$ cat src/rtl/intra4x4_sad_mode_decide_pkg.sv
// Shared constants and types for the intra 4x4 SAD mode decision block.
// Holds pixel/block/SAD/mode widths, the default mode count and the
// controller state enumeration.
package intra4x4_sad_mode_decide_pkg;

    localparam int PIX_W         = 8;
    localparam int BLK_PIX       = 16;
    localparam int BLK_W         = PIX_W * BLK_PIX;
    localparam int SAD_W         = 12;
    localparam int MODE_W        = 6;
    localparam int NUM_MODES_DEF = 35;

    typedef enum logic [1:0] {
        ST_IDLE  = 2'd0,
        ST_ACCUM = 2'd1,
        ST_FLUSH = 2'd2
    } state_e;

endpackage

$ cat src/rtl/intra4x4_sad_mode_decide_sad4x4_tree.sv
// sad4x4_tree: two-stage pipelined SAD of a 4x4 prediction block against an
// original block. Stage 1 registers 16 absolute differences, stage 2
// registers their 12-bit sum. Valid, mode and last-beat tags travel with
// the data.
// Ports:
//   clk_i, rst_i   clock, synchronous active-high reset (valids only)
//   clr_i          discards in-flight beats (clears both valids)
//   vld_i          a beat enters this cycle
//   last_i         beat is the final one of the PU
//   mode_i         mode tag of the beat
//   pred_i/orig_i  packed 4x4 blocks, pixel i at [DATA_W*i +: DATA_W]
//   vld_o/last_o/mode_o/sad_o  stage-2 outputs
module sad4x4_tree
    import intra4x4_sad_mode_decide_pkg::*;
#(
    parameter int DATA_W = PIX_W
) (
    input  logic                        clk_i,
    input  logic                        rst_i,
    input  logic                        clr_i,
    input  logic                        vld_i,
    input  logic                        last_i,
    input  logic [MODE_W-1:0]           mode_i,
    input  logic [BLK_PIX*DATA_W-1:0]   pred_i,
    input  logic [BLK_PIX*DATA_W-1:0]   orig_i,
    output logic                        vld_o,
    output logic                        last_o,
    output logic [MODE_W-1:0]           mode_o,
    output logic [SAD_W-1:0]            sad_o
);

    function automatic logic [DATA_W-1:0] abs_diff(input logic [DATA_W-1:0] a,
                                                   input logic [DATA_W-1:0] b);
        logic signed [DATA_W:0] d;
        d = $signed({1'b0, a}) - $signed({1'b0, b});
        if (d < 0) d = -d;
        return d[DATA_W-1:0];
    endfunction

    // Sixteen 8-bit terms never exceed 4080, so a 12-bit accumulator cannot wrap.
    function automatic logic [SAD_W-1:0] sad_sum(input logic [BLK_PIX*DATA_W-1:0] v);
        logic [SAD_W-1:0] s;
        s = '0;
        for (int i = 0; i < BLK_PIX; i++)
            s = s + {{(SAD_W-DATA_W){1'b0}}, v[i*DATA_W +: DATA_W]};
        return s;
    endfunction

    logic [BLK_PIX*DATA_W-1:0] ad_p1;
    logic [MODE_W-1:0]         mode_p1;
    logic                      last_p1;
    logic                      vld_p1;

    logic [SAD_W-1:0]          sad_p2;
    logic [MODE_W-1:0]         mode_p2;
    logic                      last_p2;
    logic                      vld_p2;

    // Stage 1: absolute differences
    always_ff @(posedge clk_i) begin
        if (rst_i || clr_i) vld_p1 <= 1'b0;
        else                vld_p1 <= vld_i;
    end

    always_ff @(posedge clk_i) begin
        if (vld_i) begin
            for (int i = 0; i < BLK_PIX; i++)
                ad_p1[i*DATA_W +: DATA_W] <= abs_diff(pred_i[i*DATA_W +: DATA_W],
                                                      orig_i[i*DATA_W +: DATA_W]);
            mode_p1 <= mode_i;
            last_p1 <= last_i;
        end
    end

    // Stage 2: adder tree
    always_ff @(posedge clk_i) begin
        if (rst_i || clr_i) vld_p2 <= 1'b0;
        else                vld_p2 <= vld_p1;
    end

    always_ff @(posedge clk_i) begin
        if (vld_p1) begin
            sad_p2  <= sad_sum(ad_p1);
            mode_p2 <= mode_p1;
            last_p2 <= last_p1;
        end
    end

    assign vld_o  = vld_p2;
    assign last_o = last_p2;
    assign mode_o = mode_p2;
    assign sad_o  = sad_p2;

endmodule

$ cat src/rtl/intra4x4_sad_mode_decide.sv
// intra4x4_sad_mode_decide: evaluates NUM_MODES prediction blocks per PU
// against a latched original 4x4 block and reports the mode with minimum SAD.
// Ports:
//   CLK_LOW     block clock
//   RST         synchronous active-high reset
//   START       pulse: latch ORIG_BLK, begin (or restart) a PU evaluation
//   ORIG_BLK    original 4x4 block, row-major, 8 bits per pixel
//   PRED_VALID  PRED_BLK/PRED_MODE carry a beat this cycle
//   PRED_MODE   intra mode tag of the beat
//   PRED_BLK    prediction block, same packing as ORIG_BLK
//   BUSY        evaluation in progress
//   DONE        one-cycle pulse, BEST_MODE/BEST_SAD final
//   BEST_MODE   mode with minimum SAD (earliest wins ties)
//   BEST_SAD    minimum SAD
module intra4x4_sad_mode_decide
    import intra4x4_sad_mode_decide_pkg::*;
#(
    parameter int NUM_MODES = NUM_MODES_DEF
) (
    input  logic              CLK_LOW,
    input  logic              RST,
    input  logic              START,
    input  logic [BLK_W-1:0]  ORIG_BLK,
    input  logic              PRED_VALID,
    input  logic [MODE_W-1:0] PRED_MODE,
    input  logic [BLK_W-1:0]  PRED_BLK,
    output logic              BUSY,
    output logic              DONE,
    output logic [MODE_W-1:0] BEST_MODE,
    output logic [SAD_W-1:0]  BEST_SAD
);

    localparam logic [MODE_W-1:0] LAST_CNT = MODE_W'(NUM_MODES);

    state_e            state_q;
    logic [MODE_W-1:0] cnt_q;
    logic [BLK_W-1:0]  orig_q;
    logic              best_vld_q;
    logic [MODE_W-1:0] best_mode_q;
    logic [SAD_W-1:0]  best_sad_q;
    logic              busy_q;
    logic              done_q;

    logic              beat_d;
    logic              last_d;
    logic              upd_d;

    logic              sad_vld;
    logic              sad_last;
    logic [MODE_W-1:0] sad_mode;
    logic [SAD_W-1:0]  sad_val;

    // START outranks a coincident beat, so that beat never reaches the tree.
    assign beat_d = (state_q == ST_ACCUM) && PRED_VALID && !START;
    assign last_d = (cnt_q + 1'b1) == LAST_CNT;
    assign upd_d  = sad_vld && (!best_vld_q || (sad_val < best_sad_q));

    always_ff @(posedge CLK_LOW) begin
        if (START) orig_q <= ORIG_BLK;
    end

    sad4x4_tree #(
        .DATA_W (PIX_W)
    ) u_tree (
        .clk_i  (CLK_LOW),
        .rst_i  (RST),
        .clr_i  (START),
        .vld_i  (beat_d),
        .last_i (last_d),
        .mode_i (PRED_MODE),
        .pred_i (PRED_BLK),
        .orig_i (orig_q),
        .vld_o  (sad_vld),
        .last_o (sad_last),
        .mode_o (sad_mode),
        .sad_o  (sad_val)
    );

    // Compare stage: controller and minimum tracker
    always_ff @(posedge CLK_LOW) begin
        if (RST) begin
            state_q     <= ST_IDLE;
            cnt_q       <= '0;
            best_vld_q  <= 1'b0;
            best_mode_q <= '0;
            best_sad_q  <= '0;
            busy_q      <= 1'b0;
            done_q      <= 1'b0;
        end else if (START) begin
            // Best results are deliberately kept until the new PU's first compare.
            state_q    <= ST_ACCUM;
            cnt_q      <= '0;
            best_vld_q <= 1'b0;
            busy_q     <= 1'b1;
            done_q     <= 1'b0;
        end else begin
            done_q <= 1'b0;
            if (upd_d) begin
                best_vld_q  <= 1'b1;
                best_mode_q <= sad_mode;
                best_sad_q  <= sad_val;
            end
            unique case (state_q)
                ST_ACCUM: begin
                    if (beat_d) begin
                        cnt_q <= cnt_q + 1'b1;
                        if (last_d) state_q <= ST_FLUSH;
                    end
                end
                ST_FLUSH: begin
                    // DONE rides the final compare; the following edge leaves FLUSH.
                    if (done_q) begin
                        state_q <= ST_IDLE;
                        busy_q  <= 1'b0;
                    end else if (sad_vld && sad_last) begin
                        done_q <= 1'b1;
                    end
                end
                default: ;
            endcase
        end
    end

    assign BUSY      = busy_q;
    assign DONE      = done_q;
    assign BEST_MODE = best_mode_q;
    assign BEST_SAD  = best_sad_q;

endmodule

$ cat config.mk
export PLATFORM = sky130hd
export DESIGN_NAME = intra4x4_sad_mode_decide
export DESIGN_NICKNAME = d
export VERILOG_FILES = /design/src/rtl/intra4x4_sad_mode_decide_pkg.sv /design/src/rtl/intra4x4_sad_mode_decide_sad4x4_tree.sv /design/src/rtl/intra4x4_sad_mode_decide.sv
export SDC_FILE = /design/constraint.sdc
export NUM_CORES = 1
export LEC_CHECK = 0
export ABC_CLOCK_PERIOD_IN_PS = 6000
export CAP_MARGIN = 20
export CORE_MARGIN = 2
export CORE_UTILIZATION = 50
export CTS_CLUSTER_DIAMETER = 120
export CTS_CLUSTER_SIZE = 16
export DETAILED_ROUTE_END_ITERATION = 10
export PLACE_DENSITY = 0.8
export SYNTH_ARGS = -nofsm -noshare
export SYNTH_HDL_FRONTEND = slang
export SYNTH_HIERARCHICAL = 1
export SYNTH_SLANG_ARGS = --single-unit
$ cat constraint.sdc
create_clock -name CLK_LOW -period 6 [get_ports CLK_LOW]
set_clock_uncertainty 0.1 [all_clocks]
set_input_delay 1.5 -clock CLK_LOW [delete_from_list [all_inputs] [get_ports CLK_LOW]]
set_output_delay 1.5 -clock CLK_LOW [all_outputs]
set_load 0.02 [all_outputs]
==> summary.txt <==
STA
  – TNS Setup: 0 ns
  – Setup violators final: 0
  – RSZ-0062 raised after global routing: no
  – Max Clk Rate: approximately 170 MHz
  – Min Tclk post-route: 5.74 ns
  – Relative slew slack: 40.8%
  – Fin crit share: 95.6%
  – Final hold vios: 0
  – Max-slew violation total from the final report: 0
  – Worst slew pin tran: 0.887 ns

Critical path
  – Crit path from: u_tree/ad_p1[82]$_DFFE_PP_
  – Critical path class: flip-flop to flip-flop
  – R2R Setup Slk: 0.26 ns
  – Worst r2r src: u_tree/ad_p1[82]$_DFFE_PP_
  – CP delay by family, top: adder cells
  – CP most frequent cell: fa_1
  – Levels on crit path: 18
  – Largest stage delay on the critical path: around 0.57 ns
  – Critical path's slowest cell: fa_1
  – Bufs and invs on worst path: 4
  – CP required: approximately 6.2 ns
  – Startpoint types: flip-flop
  – R2R cell count: 18
  – CP Max Fanout: 2
  – Worst path arrival time: ~5.9 ns
  – CP endpoint: u_tree/sad_o[10]$_DFFE_PP_
  – Crit end category: flip-flop
  – RR Endpoint: u_tree/sad_o[10]$_DFFE_PP_
  – Crit-path cells: inv_1, fa_1, fa_1, inv_1, fa_1, fa_1, fa_1, inv_1, fa_1, inv_1, ha_1, fa_1, a21o_1, a21oi_1, nor2b_1, o21a_1, o41ai_2, xnor2_1

Logic synthesis
  – Most frequent cell after synthesis: inv_1
  – Distinct cell type count after synthesis: 46
  – Yosys reg bits: 313
  – Sequential area share after synthesis: 43.0%
  – Mapped Nets: around 2500
  – Biggest area consumer among synthesized cells: edfxtp_1
  – Synthesized instance count: roughly 1900
  – Yosys warns: 6
  – Largest cells by area after synthesis: edfxtp_1 (40%), fa_1 (12%), ha_1 (11%)
  – Area fraction of the dominant cell type after synthesis: 40.0%
  – Mean Syn Cell Area: 11.1 sq um
  – Cell Area, Synth: between 20000 and 25000 sq um
  – Top_reg_cell synth: edfxtp_1
  – Fraction of registers with async set/reset: 0%
  – Most frequent cells after synthesis: inv_1 (393), edfxtp_1 (282), nor2_1 (189)
  – Post-synth EDFFs: 282

CTS
  – Clock Tree Root: clkbuf_16
  – CTS Hold Bufs: 0
  – Deepest clock path buffer count: 3
  – Clock tree from TritonCTS: yes
  – TritonCTS Buffers: 23
  – Sink Count: ~310
  – Cts repair resizes: 0
  – Clk slew on worst S/H paths: 0.07 ns
  – Clk_lat worst skew: 0.54 ns
  – CTS H-tree depth: 1
  – Setup repair bufs after CTS: 0

Min path
  – Worst Hold Class: flip-flop to flip-flop

Power and ir drop
  – Peak VDD IR: 0.000778 V
  – Pwr Density: ~390 nW/um^2
  – Leakage: 0.0106 uW

Cells and area
  – Storage cell area: about 9100 sq um
  – Area Growth Syn to Fin: 19.7%
  – Fin nets: 2783
  – Non-filler cells, final: 2762
  – Multi-input logic area: 10600 sq um
  – Fill count: 3287
  – N_diodes: 0
  – Layout cells sized above 1: 3.19%

Routing
  – Post-Route WL: 44.7 mm
  – Number of remaining DRC errors: 0
  – DRT Pass-1 Iters: 5
  – Starting DRT DRC Count: 782
  – Vias per cell: approximately 5.1
  – Drt wl/cell: about 16 um
  – Antenna Violating Nets Remaining: 0
  – Vias: 14000

Global route
  – Largest net degree at the start of global routing: 145
  – Tot GR Track Use: 20.4%
  – Grt total ovfl: 0
  – Initial antenna violation count: 1
  – Vias in the first global route: approximately 15000
  – First-pass GRT wire length: 71.7 mm

Status
  – Status: complete, no violations

Floorplan
  – Starting Density: 50.6%
  – DIE WIDTH: 210 um
  – DIE HEIGHT: 210 um
  – Total die area: 44000 sq um
  – Core Area: 41900 sq um
  – IO Pins: 286
  – # rows: between 70 and 80

Run
  – Max cap viols: 0

Placement
  – Port Buffers: 285
  – Dpl hpwl: 35.5 mm
  – Inst Count DP: 2728
  – Final GP Congestion: 0.875
==> routing by layer <==
metal	routed length [um]	vias to the layer above	GRT usage, %
met2	21600	313	35.1
met5	13	-	0
met4	995	2	4.99
met3	2130	67	3.38
met1	19900	6662	27.1
li1	-	6959	-
==> final cells by class <==
| class | instances | share of cell area, % |
|---|---|---|
| flip-flops and latches | 313 | 35.9 |
| clock inverters | 1 | 0.0346 |
| well taps | 539 | 2.66 |
| multi-input cells | 1194 | 41.7 |
| clock buffers | 32 | 2.41 |
| inverters | 393 | 5.82 |
| repair buffers | 290 | 11.5 |
==> flip-flops by register name (all words and copies together) (netlist names), 2 cells and up <==
| signal | count |
|---|---|
| BEST_MODE | 6 |
| BEST_SAD | 12 |
| u_tree/sad_o | 12 |
| u_tree/mode_o | 6 |
| cnt_q | 6 |
| state_q | 2 |
| orig_q | 128 |
| u_tree/mode_p1 | 6 |
| u_tree/ad_p1 | 128 |
==> stage by stage <==
stage / power (uW) / hold WS (ns) / setup slack [ns] / utilization, % / instance area, sq um
final: 9960 / 0.322 / 0.264 / 60.5 / 25300
after detailed placement: 8550 / 0.307 / 0.262 / 59.0 / 24700
after floorplan: 7200 / 0.300 / 0.536 / - / 21200
after global placement: 8260 / 0.300 / 0.372 / 59.0 / 24700
after CTS: 10000 / 0.324 / 0.244 / 60.5 / 25300
after global routing: 10800 / 0.326 / 0.0220 / 60.5 / 25300
==> how the worst min path moves through the flow <==
stage | startpoint | endpoint | slack, ns | cells after the start
after floorplan | u_tree/last_p1$_DFFE_PP_ | u_tree/last_o$_DFFE_PP_ | 0.30 | 0
after global placement | u_tree/last_p1$_DFFE_PP_ | u_tree/last_o$_DFFE_PP_ | 0.30 | 0
after detailed placement | u_tree/last_p1$_DFFE_PP_ | u_tree/last_o$_DFFE_PP_ | 0.31 | 0
after CTS | u_tree/last_p1$_DFFE_PP_ | u_tree/last_o$_DFFE_PP_ | 0.32 | 0
after global routing | u_tree/last_p1$_DFFE_PP_ | u_tree/last_o$_DFFE_PP_ | 0.33 | 0
final | u_tree/last_p1$_DFFE_PP_ | u_tree/last_o$_DFFE_PP_ | 0.32 | 0
==> worst reg2reg max path: stages, from the launching register on <==
cell      delay (ns)
edfxtp_1        0.39
inv_1           0.11
fa_1            0.46
fa_1            0.58
inv_1           0.06
fa_1            0.52
fa_1            0.44
fa_1            0.54
inv_1           0.05
fa_1            0.52
inv_1           0.04
ha_1            0.21
fa_1            0.41
a21o_1          0.18
a21oi_1         0.23
nor2b_1         0.08
o21a_1          0.20
o41ai_2         0.26
xnor2_1         0.10
==> power by group <==
group / internal (uW) / switching, uW / leakage (uW)
logic: 2560 / 3020 / 0.00741
registers: 2900 / 52.2 / 0.00291
clock network: 705 / 733 / 0.000299
==> layout by cell type, fill, tap and decap left out, types with 3 or more instances in the layout <==
| cell | n |
|---|---|
| clkbuf_16 | 24 |
| clkdlybuf4s50_1 | 284 |
| buf_4 | 3 |
| nor2b_1 | 21 |
| edfxtp_1 | 282 |
| nor4b_1 | 3 |
| nor2_1 | 189 |
| nor3b_1 | 12 |
| a31oi_1 | 25 |
| fa_1 | 124 |
| a21oi_1 | 85 |
| nor3_1 | 15 |
| xnor2_1 | 132 |
| ha_1 | 178 |
| and3_1 | 11 |
| a21o_1 | 27 |
| o21ai_0 | 40 |
| clkbuf_1 | 9 |
| inv_1 | 393 |
| o21ai_1 | 16 |
| a211oi_1 | 3 |
| mux2_2 | 16 |
| a211oi_2 | 15 |
| nand2_1 | 17 |
| o21bai_1 | 18 |
| nand2b_1 | 57 |
| nand3_1 | 18 |
| mux2i_1 | 19 |
| dfxtp_1 | 31 |
| o31ai_1 | 30 |
| xor2_1 | 58 |
| o21a_1 | 46 |
==> kinds of logic after synthesis <==
family,count (synthesis),synth area share (%)
AO/OA/AOI/OAI,315,9.93
XOR/XNOR,190,7.86
adder cells (fa/ha/maj),302,22.3
buffers and inverters,403,7.27
flip-flops,313,43.0
multiplexers,35,1.75
AND/OR/NAND/NOR,352,7.97
Note: power is estimated with default switching activity, not from simulation.
